`config.mk`:
```
export PLATFORM = sky130hd
export DESIGN_NAME = instr_encoder
export DESIGN_NICKNAME = d
export VERILOG_FILES = /design/src/rtl/instr_encoder.sv
export SDC_FILE = /design/constraint.sdc
export NUM_CORES = 1
export LEC_CHECK = 0
export CAP_MARGIN = 20
export CORE_MARGIN = 1
export CORE_UTILIZATION = 37
export CTS_CLUSTER_DIAMETER = 60
export DETAILED_ROUTE_END_ITERATION = 10
export PLACE_DENSITY = 0.61
export SYNTH_ARGS = -nofsm -noshare
export SYNTH_HDL_FRONTEND = slang
export SYNTH_SLANG_ARGS = --single-unit
export TNS_END_PERCENT = 30
```
`constraint.sdc`:
```
create_clock -name clk -period 6.8 [get_ports clk]
set_input_delay 0.68 -clock clk [delete_from_list [all_inputs] [get_ports clk]]
set_output_delay 0.68 -clock clk [all_outputs]
set_load 0.1 [all_outputs]
```
`src/rtl/instr_encoder.sv`:
```
// RV32I field-to-word encoder feeding a FIFO that streams into instruction memory at consecutive word addresses.
// Latency: accepted bundle appears on mem_we/mem_wdata the next cycle when the FIFO was empty; 1 word/cycle sustained.
// Backpressure: in_ready = FIFO not full; mem_* held stable while mem_ready=0. `INSTR_ENCODER_CHECK_EN enables immediate range checks.
module instr_encoder #(
    parameter int                    ADDR_WIDTH = 32,
    parameter int                    FIFO_DEPTH = 4,
    parameter logic [ADDR_WIDTH-1:0] BASE_ADDR  = '0
) (
    input  logic                  clk,
    input  logic                  rst_n,
    input  logic                  clear,
    input  logic                  in_valid,
    output logic                  in_ready,
    input  logic [2:0]            fmt,
    input  logic [6:0]            op,
    input  logic [2:0]            funct3,
    input  logic                  funct7_5,
    input  logic [4:0]            rd,
    input  logic [4:0]            rs1,
    input  logic [4:0]            rs2,
    input  logic [31:0]           imm,
    output logic                  mem_we,
    input  logic                  mem_ready,
    output logic [ADDR_WIDTH-1:0] mem_addr,
    output logic [31:0]           mem_wdata,
    output logic [15:0]           words_written,
    output logic                  err
);

    localparam int PTR_W = $clog2(FIFO_DEPTH);

    typedef enum logic [2:0] {
        FMT_R = 3'b000,
        FMT_I = 3'b001,
        FMT_S = 3'b010,
        FMT_B = 3'b011,
        FMT_U = 3'b100,
        FMT_J = 3'b101
    } fmt_e;

    logic [31:0]      fifo_mem [FIFO_DEPTH];
    logic [PTR_W:0]   wr_ptr;
    logic [PTR_W:0]   rd_ptr;
    logic             full;
    logic             empty;
    logic             accept;
    logic             push;
    logic             pop;
    logic             legal;
    logic [31:0]      enc_word;
    logic             is_shift;

    // Extra pointer bit distinguishes full from empty when the index bits match.
    assign empty = (wr_ptr == rd_ptr);
    assign full  = (wr_ptr[PTR_W] != rd_ptr[PTR_W]) &&
                   (wr_ptr[PTR_W-1:0] == rd_ptr[PTR_W-1:0]);

    assign in_ready  = !full;
    assign accept    = in_valid && in_ready;
    assign push      = accept && legal;
    assign mem_we    = !empty;
    assign pop       = mem_we && mem_ready;
    assign mem_wdata = empty ? 32'h0 : fifo_mem[rd_ptr[PTR_W-1:0]];
    assign is_shift  = (funct3 == 3'b001) || (funct3 == 3'b101);

`ifdef INSTR_ENCODER_CHECK_EN
    logic sx12;
    logic sx13;
    logic sx21;
    assign sx12 = (&imm[31:11]) || !(|imm[31:11]);
    assign sx13 = (&imm[31:12]) || !(|imm[31:12]);
    assign sx21 = (&imm[31:20]) || !(|imm[31:20]);
`endif

    always_comb begin
        enc_word = 32'h0;
        legal    = 1'b1;
        case (fmt)
            FMT_R: enc_word = {1'b0, funct7_5, 5'b0, rs2, rs1, funct3, rd, op};
            FMT_I: begin
                if (is_shift) begin
                    enc_word = {1'b0, funct7_5, 5'b0, imm[4:0], rs1, funct3, rd, op};
`ifdef INSTR_ENCODER_CHECK_EN
                    legal = (imm[31:5] == 27'h0);
`endif
                end else begin
                    enc_word = {imm[11:0], rs1, funct3, rd, op};
`ifdef INSTR_ENCODER_CHECK_EN
                    legal = sx12;
`endif
                end
            end
            FMT_S: begin
                enc_word = {imm[11:5], rs2, rs1, funct3, imm[4:0], op};
`ifdef INSTR_ENCODER_CHECK_EN
                legal = sx12;
`endif
            end
            FMT_B: begin
                enc_word = {imm[12], imm[10:5], rs2, rs1, funct3, imm[4:1], imm[11], op};
`ifdef INSTR_ENCODER_CHECK_EN
                legal = sx13 && !imm[0];
`endif
            end
            FMT_U: begin
                enc_word = {imm[31:12], rd, op};
`ifdef INSTR_ENCODER_CHECK_EN
                legal = (imm[11:0] == 12'h0);
`endif
            end
            FMT_J: begin
                enc_word = {imm[20], imm[10:1], imm[11], imm[19:12], rd, op};
`ifdef INSTR_ENCODER_CHECK_EN
                legal = sx21 && !imm[0];
`endif
            end
            default: legal = 1'b0;
        endcase
    end

    // Storage carries no reset; only the pointers define validity.
    always_ff @(posedge clk) begin
        if (push && !clear) begin
            fifo_mem[wr_ptr[PTR_W-1:0]] <= enc_word;
        end
    end

    always_ff @(posedge clk or negedge rst_n) begin
        if (!rst_n) begin
            wr_ptr        <= '0;
            rd_ptr        <= '0;
            mem_addr      <= BASE_ADDR;
            words_written <= 16'h0;
            err           <= 1'b0;
        end else if (clear) begin
            wr_ptr        <= '0;
            rd_ptr        <= '0;
            mem_addr      <= BASE_ADDR;
            words_written <= 16'h0;
            err           <= 1'b0;
        end else begin
            if (push) begin
                wr_ptr <= wr_ptr + 1'b1;
            end
            if (pop) begin
                rd_ptr   <= rd_ptr + 1'b1;
                mem_addr <= mem_addr + ADDR_WIDTH'(4);
                if (words_written != 16'hFFFF) begin
                    words_written <= words_written + 16'd1;
                end
            end
            if (accept && !legal) begin
                err <= 1'b1;
            end
        end
    end

endmodule

```
; ---- Yosys cells after proc, flatten, opt, wreduce, memory -nomap -nowiden
; Memory sizes are Yosys's and may differ from the RTL's.
; Cells that the tools add are included.
[totals]
register_bits = 55
mem_bits_rw = 128
word_cells = 56
mem_count = 1
[op_classes]
muxes = 17
n_reduce_logical = 18
addsub = 4
n_eq_ne = 11
[memory_table]
columns = name, words, word_bits, rd, rd_ports_with_merged_regs, write_ports, line
row1 = fifo_mem, 4, 32, 1, 0, 1, 41  ; logic [31:0] fifo_mem [FIFO_DEPTH];
[ops]
columns = operator, count
row1 = $pmux 32 s6, 1
row2 = $mux 32, 4
row3 = $mux 16, 3
row4 = $add 32x3->32 const B, 1
row5 = $add 16x1->16 const B, 1
row6 = $ne 16x16->1 const B, 1
row7 = $mux 3, 4
row8 = $eq 3x3->1 const B, 3
row9 = $reduce_bool 2->1, 4
row10 = $add 3x1->3 const B, 2
row11 = $eq 3x1->1 const B, 2
row12 = $eq 3x2->1 const B, 2
row13 = $logic_and 1x1->1, 6
row14 = $reduce_or 6->1, 1
row15 = $mux 1, 5
row16 = $logic_not 1->1, 4
row17 = $eq 3x3->1, 1
row18 = $logic_not 3->1, 1
row19 = $eq 2x2->1, 1
row20 = $reduce_and 2->1, 1
row21 = $logic_or 1x1->1, 1
row22 = $ne 1x1->1, 1

; ---- Logic depth before layout (Yosys ltp)
; Gate-level depths: netlist of the first run.
[logic_depth]
ltp_word = 8
ltp_mapped = 7

; ---- Worst setup path before layout of the first run
; OpenSTA, ideal clock, no wires.
[synth_timing]
path_kind = input to register
startpoint = in clear
endpoint = mem fifo_mem[3][0], enable pin
cell_stages = 4
setup_time_ps = 461
slack_ps = 2800
n_path_buf = 3
t_arrival_ps = 3539
t_required_ps = 6339
cell_sequence = clkbuf_1 clkbuf_1 clkbuf_1 nor3_1
[synth_via]
elab_chain_len = 4
[synth_lines]
columns = item, line
row1 = "start, declared", 11  ; input logic clear,
row2 = $logic_not 1->1, 123  ; if (push && !clear) begin
row3 = $logic_and 1x1->1, 123
row4 = $mux 1, 123
row5 = $mux 1 (not written as such), 124  ; fifo_mem[wr_ptr[PTR_W-1:0]] <= enc_word;
row6 = "end, declared", 41
; Every way passes these cells.

; ---- Worst setup path in the final report of the first run
[layout_timing]
startpoint = reg rd_ptr[1]
endpoint = out mem_wdata[8]
[layout_via]
elab_chain_len = 2
elab_cells_between_ends = 3
cone_classes = 1 x eq/ne / 1 x mux / 1 x memory
[layout_lines]
columns = item, line
row1 = "start, declared", 43  ; logic [PTR_W:0] rd_ptr;
row2 = "start signal, assigned", 146  ; rd_ptr <= rd_ptr + 1'b1;
row3 = $mem_v2 4x32 or $eq 3x3->1 (tied branches), n/a
row4 = $mux 32 (*), 63  ; assign mem_wdata = empty ? 32'h0 : fifo_mem[rd_ptr[PTR_W-1:0]];
row5 = "end, declared", 25  ; output logic [31:0] mem_wdata,
; Mark *: on every way between the ends. The rest lies on a longest branch, timed or not.

==> run_results.csv, run 1 <==
group,metric,value,unit
sta,report.final.setup_viol,0,
die,design.portCount,149,
sta,final_cycle_utilization_of_the_critical_path,70.7,%
clocking,reg_clk_slew_reported_paths,70,ps
die,initial_utilization,38.3,%
placement,finalWeightedCongestion,0.871,
grt,global_route_wire_length_before_repair,31500,um
drt,drt-vias-per-instance,5.46,
cells_and_area,areaGrowthSynthToFinish,27.7,%
die,die_width,153,um
synth,yosys.area.top_type,"sky130_fd_sc_hd__edfxtp_1",
clocking,hold_buffers,0,
synth,synth_commonest_cells,"sky130_fd_sc_hd__edfxtp_1 (128), sky130_fd_sc_hd__dfrtp_1 (53), sky130_fd_sc_hd__nor2b_1 (51)",
grt,groute.usage.overall,17.4,%
critical_path,critPathCaptureType,"output pin",
clocking,clock_path_buffers,2,
worst_hold_path,min_path_type,"in2async",
cells_and_area,post_route_cells_drive_above_1_share,13.4,%
clocking,tritoncts,"done",
sta,max_clk_rate,208,MHz
drt,first_iter_violations,316,
synth,synthDistinctLibCells,45,
status,outcome,"complete, no violations",
sta,layout_min_cycle_time,4810,ps
critical_path,type_of_element_launching_the_critical_path,"flip-flop",
critical_path,timing_worst_setup_path_type,"reg2out",
synth,synth_top_cells_by_area,"sky130_fd_sc_hd__edfxtp_1 (45%), sky130_fd_sc_hd__dfrtp_1 (16%), sky130_fd_sc_hd__mux4_2 (8.5%)",
sta,worst_slack_setup_final,1990,ps
grt,pin_count_of_the_biggest_net_entering_global_routing,74,
flow_run,cap_violations,0,
synth,ys_ff_latch,181,
synth,synth_top_area_share,45.4,%
synth,synth_area_per_cell,13.3,um2
synth,synth_flop_cell,"sky130_fd_sc_hd__edfxtp_1",
sta,holdWs,385,ps
clocking,cts.sinks,181,
clocking,cts_repair_resize_count,0,
sta,timing_hold_violations_final,0,
sta,timing_max_transition_violations_final,0,
die,floorplan.rows,54,
placement,worst_case_setup_slack_after_placement,2350,ps
placement,detailedPlacementHpwl,13000,um
clocking,insertion_delay_of_the_later_clocked_pin_in_the_worst_skew_pair,420,ps
die,dieArea,23500,um2
drt,drtAntennaViolNets,0,
sta,fin_setup_tns,0,ps
sta,timing_worst_slew_pin_value,1010,ps
synth,synth.yosys.seq_area_share,61.1,%
critical_path,worst-endpoint-required,6120,ps
die,die-height,153,um
sta,timing.slew.headroom,32.2,%
synth,netlist_area,8460,um2
clocking,postCtsSetupBuffers,0,
synth,synthArstFlopShare,29.3,%
drt,totalWireLength,19600,um
power_and_ir_drop,power_density,304,nW/um2
synth,synthesis.yosys.warnings,0,
grt,number_of_antenna_violations_at_the_first_check_in_global_routing,1,
clocking,cts.htree.levels,4,
synth,post-synth-top-count-cell,"sky130_fd_sc_hd__edfxtp_1",
synth,syn-instance-count,636,
drt,routed_wirelength_normalized_by_instance_count,18.4,um
drt,drc_errors,0,
cells_and_area,final_nets,844,
power_and_ir_drop,total_leakage_power,3.71,nW
synth,count_of_flip_flops_with_a_built_in_enable_after_synthesis,128,
critical_path,crit_path_max_fanout,36,
drt,number_of_iterations_in_the_first_detailed_routing_pass,4,
clocking,ctsRootBufferMaster,"sky130_fd_sc_hd__clkbuf_16",
clocking,cts_inserted_buffers,17,
grt,grt_remaining_overflow,0,
drt,route.vias.total,5816,
die,placeableCoreArea,22100,um2
grt,first_global_vias,5941,
critical_path,worstPathArrival,4130,ps
sta,clock-skew-final,10.4,ps
sta,rsz0062_at_grt,"no",
placement,port_buffers,146,
power_and_ir_drop,ir_drop,0.220,mV
## worst max-delay path, cell delays in order (launching register included)
cell	delay (ps)
sky130_fd_sc_hd__dfrtp_2	980
sky130_fd_sc_hd__xor2_2	300
sky130_fd_sc_hd__nor3_4	870
sky130_fd_sc_hd__buf_4	440
sky130_fd_sc_hd__nor2b_1	100
sky130_fd_sc_hd__clkdlybuf4s50_1	990
## flip-flops by register name, summed over array words and instances, names as in the netlist
| signal | count |
|---|---|
| err | 1 |
| fifo_mem | 128 |
| mem_addr | 30 |
| rd_ptr | 3 |
| words_written | 16 |
| wr_ptr | 3 |
## cells in the final DEF (no fill, tap or decap), types with 8 or more instances in the layout
master                            netlist  final
sky130_fd_sc_hd__a21oi_1               31     31
sky130_fd_sc_hd__and2_1                12      9
sky130_fd_sc_hd__buf_4                  4      8
sky130_fd_sc_hd__clkbuf_16              0     17
sky130_fd_sc_hd__clkdlybuf4s50_1        0    144
sky130_fd_sc_hd__dfrtp_1               53     51
sky130_fd_sc_hd__edfxtp_1             128    128
sky130_fd_sc_hd__inv_1                 22     22
sky130_fd_sc_hd__mux2_2                18     18
sky130_fd_sc_hd__mux4_2                32     32
sky130_fd_sc_hd__nand2_1               38     38
sky130_fd_sc_hd__nand3_1               17     17
sky130_fd_sc_hd__nand4_1               12     12
sky130_fd_sc_hd__nor2_1                27     27
sky130_fd_sc_hd__nor2b_1               51     51
sky130_fd_sc_hd__nor4_1                10      9
sky130_fd_sc_hd__o21ai_0               33     33
sky130_fd_sc_hd__o31ai_1               15     15
sky130_fd_sc_hd__or3_1                 12     12
sky130_fd_sc_hd__or4_1                 17     17
## final timing paths
kind                           start                to  slack (ps)  cells past startpoint
min reg2reg                      err               err         510                      2
min                            rst_n  words_written[5]         380                      2
max                        rd_ptr[1]      mem_wdata[8]        1990                      5
max reg2reg                rd_ptr[1]    fifo_mem[1][0]        3540                      4
max in group asynchronous      rst_n         rd_ptr[0]        5900                      2
min in group clk                 err               err         510                      2
## where the power goes
part	internal [W]	switching, W	leakage (nW)	total [W]
combinational	0.000282	0.000746	1.50	0.00103
sequential	0.00122	0.0000225	1.91	0.00124
clock	0.000536	0.000475	0.303	0.00101
total	0.00203	0.00124	3.71	0.00328
## final cells by class
| type | instances | area (um2) |
|---|---|---|
| Fill cell | 1920 | 11300 |
| Sequential cell | 181 | 5170 |
| Multi-Input combinational cell | 395 | 3060 |
| Timing Repair Buffer | 154 | 1510 |
| Clock buffer | 17 | 425 |
| Tap cell | 280 | 350 |
| Clock inverter | 15 | 198 |
| Inverter | 22 | 82.6 |
| Antenna cell | 1 | 2.50 |
## per-stage QoR
step | total power (W) | area [um2] | instances | utilization [%]
2_1_floorplan | 0.00203 | 8460 | 637 | -
3_3_place_gp | 0.00229 | 10200 | 1031 | 46.0
3_5_place_dp | 0.00230 | 10200 | 1031 | 46.0
4_1_cts | 0.00332 | 10800 | 1063 | 48.8
5_1_grt | 0.00340 | 10800 | 1064 | 48.9
6_report | 0.00328 | 10800 | 1065 | 48.9
## metal layers
| metal | wire [um] | share of wire, % | up-vias | track usage, % |
|---|---|---|---|---|
| li1 | - | - | 2695 | - |
| met1 | 8580 | 44 | 2907 | 22.1 |
| met2 | 9750 | 50 | 195 | 29.5 |
| met3 | 998 | 5.1 | 19 | 3.35 |
| met4 | 262 | 1.3 | 0 | 6.64 |
| met5 | 0 | 0 | - | 0 |
## cell families (layout without fill, tap and decap cells)
group	Yosys count	after routing	share of synthesized area, %
adders and majority gates	7	7	1.04
AOI/OAI and AO/OA	100	100	7.34
other	1	3	0.0443
buffers and inverters	61	208	3.02
and+or+nand+nor	220	220	14.5
DFF	181	181	61.1
muxes	55	55	11.5
xor gates and xnor gates	11	11	1.41
(Power assumes the default switching activity.)
==> inputs of run 2 (changes only) <==
Clock period 6.8 ns to 4.45 ns, I/O delays scaled along.
==> run 2 against run 1 <==
Critical path depth shrank 1. Cell count grew 0.19%. Via count shrank 1.1%. Flip-flop and latch count is the same. Register-to-register slack lost 1700 ps. Largest cell class unchanged. Largest power group unchanged.
==> run_results.csv, run 2 (synthesis results as in run 1) <==
group,metric,value,unit
grt,first_global_vias,5792,
sta,final_cycle_utilization_of_the_critical_path,77.8,%
critical_path,cell_type_of_the_slowest_stage_on_the_worst_timing_path,"sky130_fd_sc_hd__clkdlybuf4s50_1",
clocking,postCtsSetupBuffers,0,
cells_and_area,most-common-layout-cells,"sky130_fd_sc_hd__edfxtp_1 (128), sky130_fd_sc_hd__clkdlybuf4s50_1 (111), sky130_fd_sc_hd__nor2b_1 (51), sky130_fd_sc_hd__dfrtp_1 (51), sky130_fd_sc_hd__buf_4 (43)",
clocking,reg_clk_slew_reported_paths,70,ps
status,outcome,"complete, no violations",
drt,first_iter_violations,320,
sta,fin_setup_tns,0,ps
grt,pin_count_of_the_biggest_net_entering_global_routing,54,
flow_run,cap_violations,0,
die,die_width,153,um
grt,groute.usage.overall,17.3,%
drt,drtAntennaViolNets,0,
clocking,cts_inserted_buffers,17,
die,dieArea,23500,um2
critical_path,type_of_element_launching_the_critical_path,"flip-flop",
sta,max_clk_rate,289,MHz
drt,number_of_iterations_in_the_first_detailed_routing_pass,4,
placement,numPlacedInstances,1035,
critical_path,cp.buffers_inverters,2,
sta,timing_hold_violations_final,0,
clocking,insertion_delay_of_the_later_clocked_pin_in_the_worst_skew_pair,430,ps
cells_and_area,final_core_util,48.6,%
power_and_ir_drop,ir_drop,0.330,mV
sta,timing_worst_slew_pin_value,1020,ps
drt,routed_wirelength_normalized_by_instance_count,18.3,um
sta,timing_max_transition_violations_final,0,
drt,totalWireLength,19500,um
die,initial_utilization,38.3,%
clocking,ctsRootBufferMaster,"sky130_fd_sc_hd__clkbuf_16",
critical_path,cp_slowest_stage_delay,1190,ps
grt,global_route_wire_length_before_repair,31100,um
placement,worst_case_setup_slack_after_placement,1350,ps
die,floorplan.rows,54,
clocking,cts.htree.levels,4,
clocking,clock_path_buffers,2,
placement,port_buffers,146,
drt,route.vias.total,5750,
drt,drc_errors,0,
grt,globalRoute.busiestLayer,"met2",
cells_and_area,post_route_cells_drive_above_1_share,17.9,%
sta,rsz0062_at_grt,"no",
cells_and_area,largest_register_ff_count,128,
drt,drt-vias-per-instance,5.39,
clocking,tritoncts,"done",
sta,layout_min_cycle_time,3460,ps
placement,finalWeightedCongestion,0.897,
critical_path,crit_path_max_fanout,35,
sta,timing.slew.headroom,31.5,%
critical_path,critPathCaptureType,"output pin",
grt,globalRouteMet2Util,29.0,%
grt,global_route.usage.met1,22.5,%
grt,number_of_antenna_violations_at_the_first_check_in_global_routing,0,
worst_hold_path,min_path_type,"in2async",
clocking,cts_repair_resize_count,0,
critical_path,timing_worst_setup_path_type,"reg2out",
cells_and_area,final_cells,1067,
die,design.portCount,149,
grt,grt_remaining_overflow,0,
critical_path,cp_top_family,"buffers and inverters",
power_and_ir_drop,total_leakage_power,3.78,nW
cells_and_area,areaGrowthSynthToFinish,26.9,%
die,placeableCoreArea,22100,um2
power_and_ir_drop,power_density,464,nW/um2
sta,report.final.setup_viol,0,
cells_and_area,antenna_cells,0,
critical_path,worst-endpoint-required,4010,ps
clocking,hold_buffers,0,
critical_path,path_cells,"buf_4 -> xnor2_1 -> nand3_1 -> clkdlybuf4s50_1",
grt,global_route.usage.met3,3.88,%
clocking,cts.sinks,181,
cells_and_area,mostFrequentLayoutCell,"sky130_fd_sc_hd__edfxtp_1",
sta,worst_slack_setup_final,989,ps
placement,detailedPlacementHpwl,13100,um
sta,clock-skew-final,18.1,ps
critical_path,worstPathArrival,3020,ps
sta,holdWs,149,ps
cells_and_area,final_nets,847,
cells_and_area,final.fill_count,1926,
die,die-height,153,um
## run 2: changes by cell type in the layout (fill, tap and decap cells not counted)
cell                              delta
sky130_fd_sc_hd__buf_4              +35
sky130_fd_sc_hd__buf_6               +1
sky130_fd_sc_hd__clkdlybuf4s50_1    -33
sky130_fd_sc_hd__diode_2             -1
sky130_fd_sc_hd__inv_8               +1
sky130_fd_sc_hd__clkinv_8            -1
## run 2: layer usage
metal | wire (um) | vias up
met1 | 8660 | 2843
met4 | 238 | 0
li1 | - | 2695
met2 | 9600 | 191
met5 | 0 | -
met3 | 1040 | 21
## run 2: layout make-up
| cell class | count | area [um2] | share of cell area (%) |
|---|---|---|---|
| flip-flops and latches | 181 | 5170 | 48.2 |
| clock buffers | 17 | 425 | 3.96 |
| well taps | 280 | 350 | 3.26 |
| multi-input cells | 395 | 3060 | 28.5 |
| inverters | 22 | 82.6 | 0.769 |
| repair buffers | 157 | 1460 | 13.6 |
| clock inverters | 15 | 193 | 1.79 |
## run 2: worst register-to-register path: cells and delay by family, from the launching register on
kind            cells  cell delay (ps)
compound gates      1              770
simple gates        2              690
flops               1              470
xor+xnor            1              260
## run 2: final timing paths
| kind | slack (ps) | startpoint | to | cells after the start |
|---|---|---|---|---|
| setup / recovery | 990 | rd_ptr[0] | in_ready | 4 |
| hold / removal | 150 | rst_n | words_written[12] | 2 |
| setup reg to reg | 1880 | wr_ptr[1] | fifo_mem[0][11] | 4 |
| hold reg to reg | 570 | err | err | 2 |
| max in group asynchronous | 3770 | rst_n | rd_ptr[1] | 2 |
| min in group clk | 560 | clear | mem_addr[6] | 2 |
## run 2: stage by stage
step / power [W] / cell area (um2)
floorplan: 0.00311 / 8460
global placement: 0.00347 / 10100
detailed placement: 0.00348 / 10100
CTS: 0.00503 / 10700
global route: 0.00515 / 10700
finish: 0.00498 / 10700
## run 2: power breakdown
group,switching (W),internal [W],total (W)
combinational,0.00115,0.000398,0.00155
sequential,0.0000241,0.00186,0.00188
clock,0.000730,0.000819,0.00155
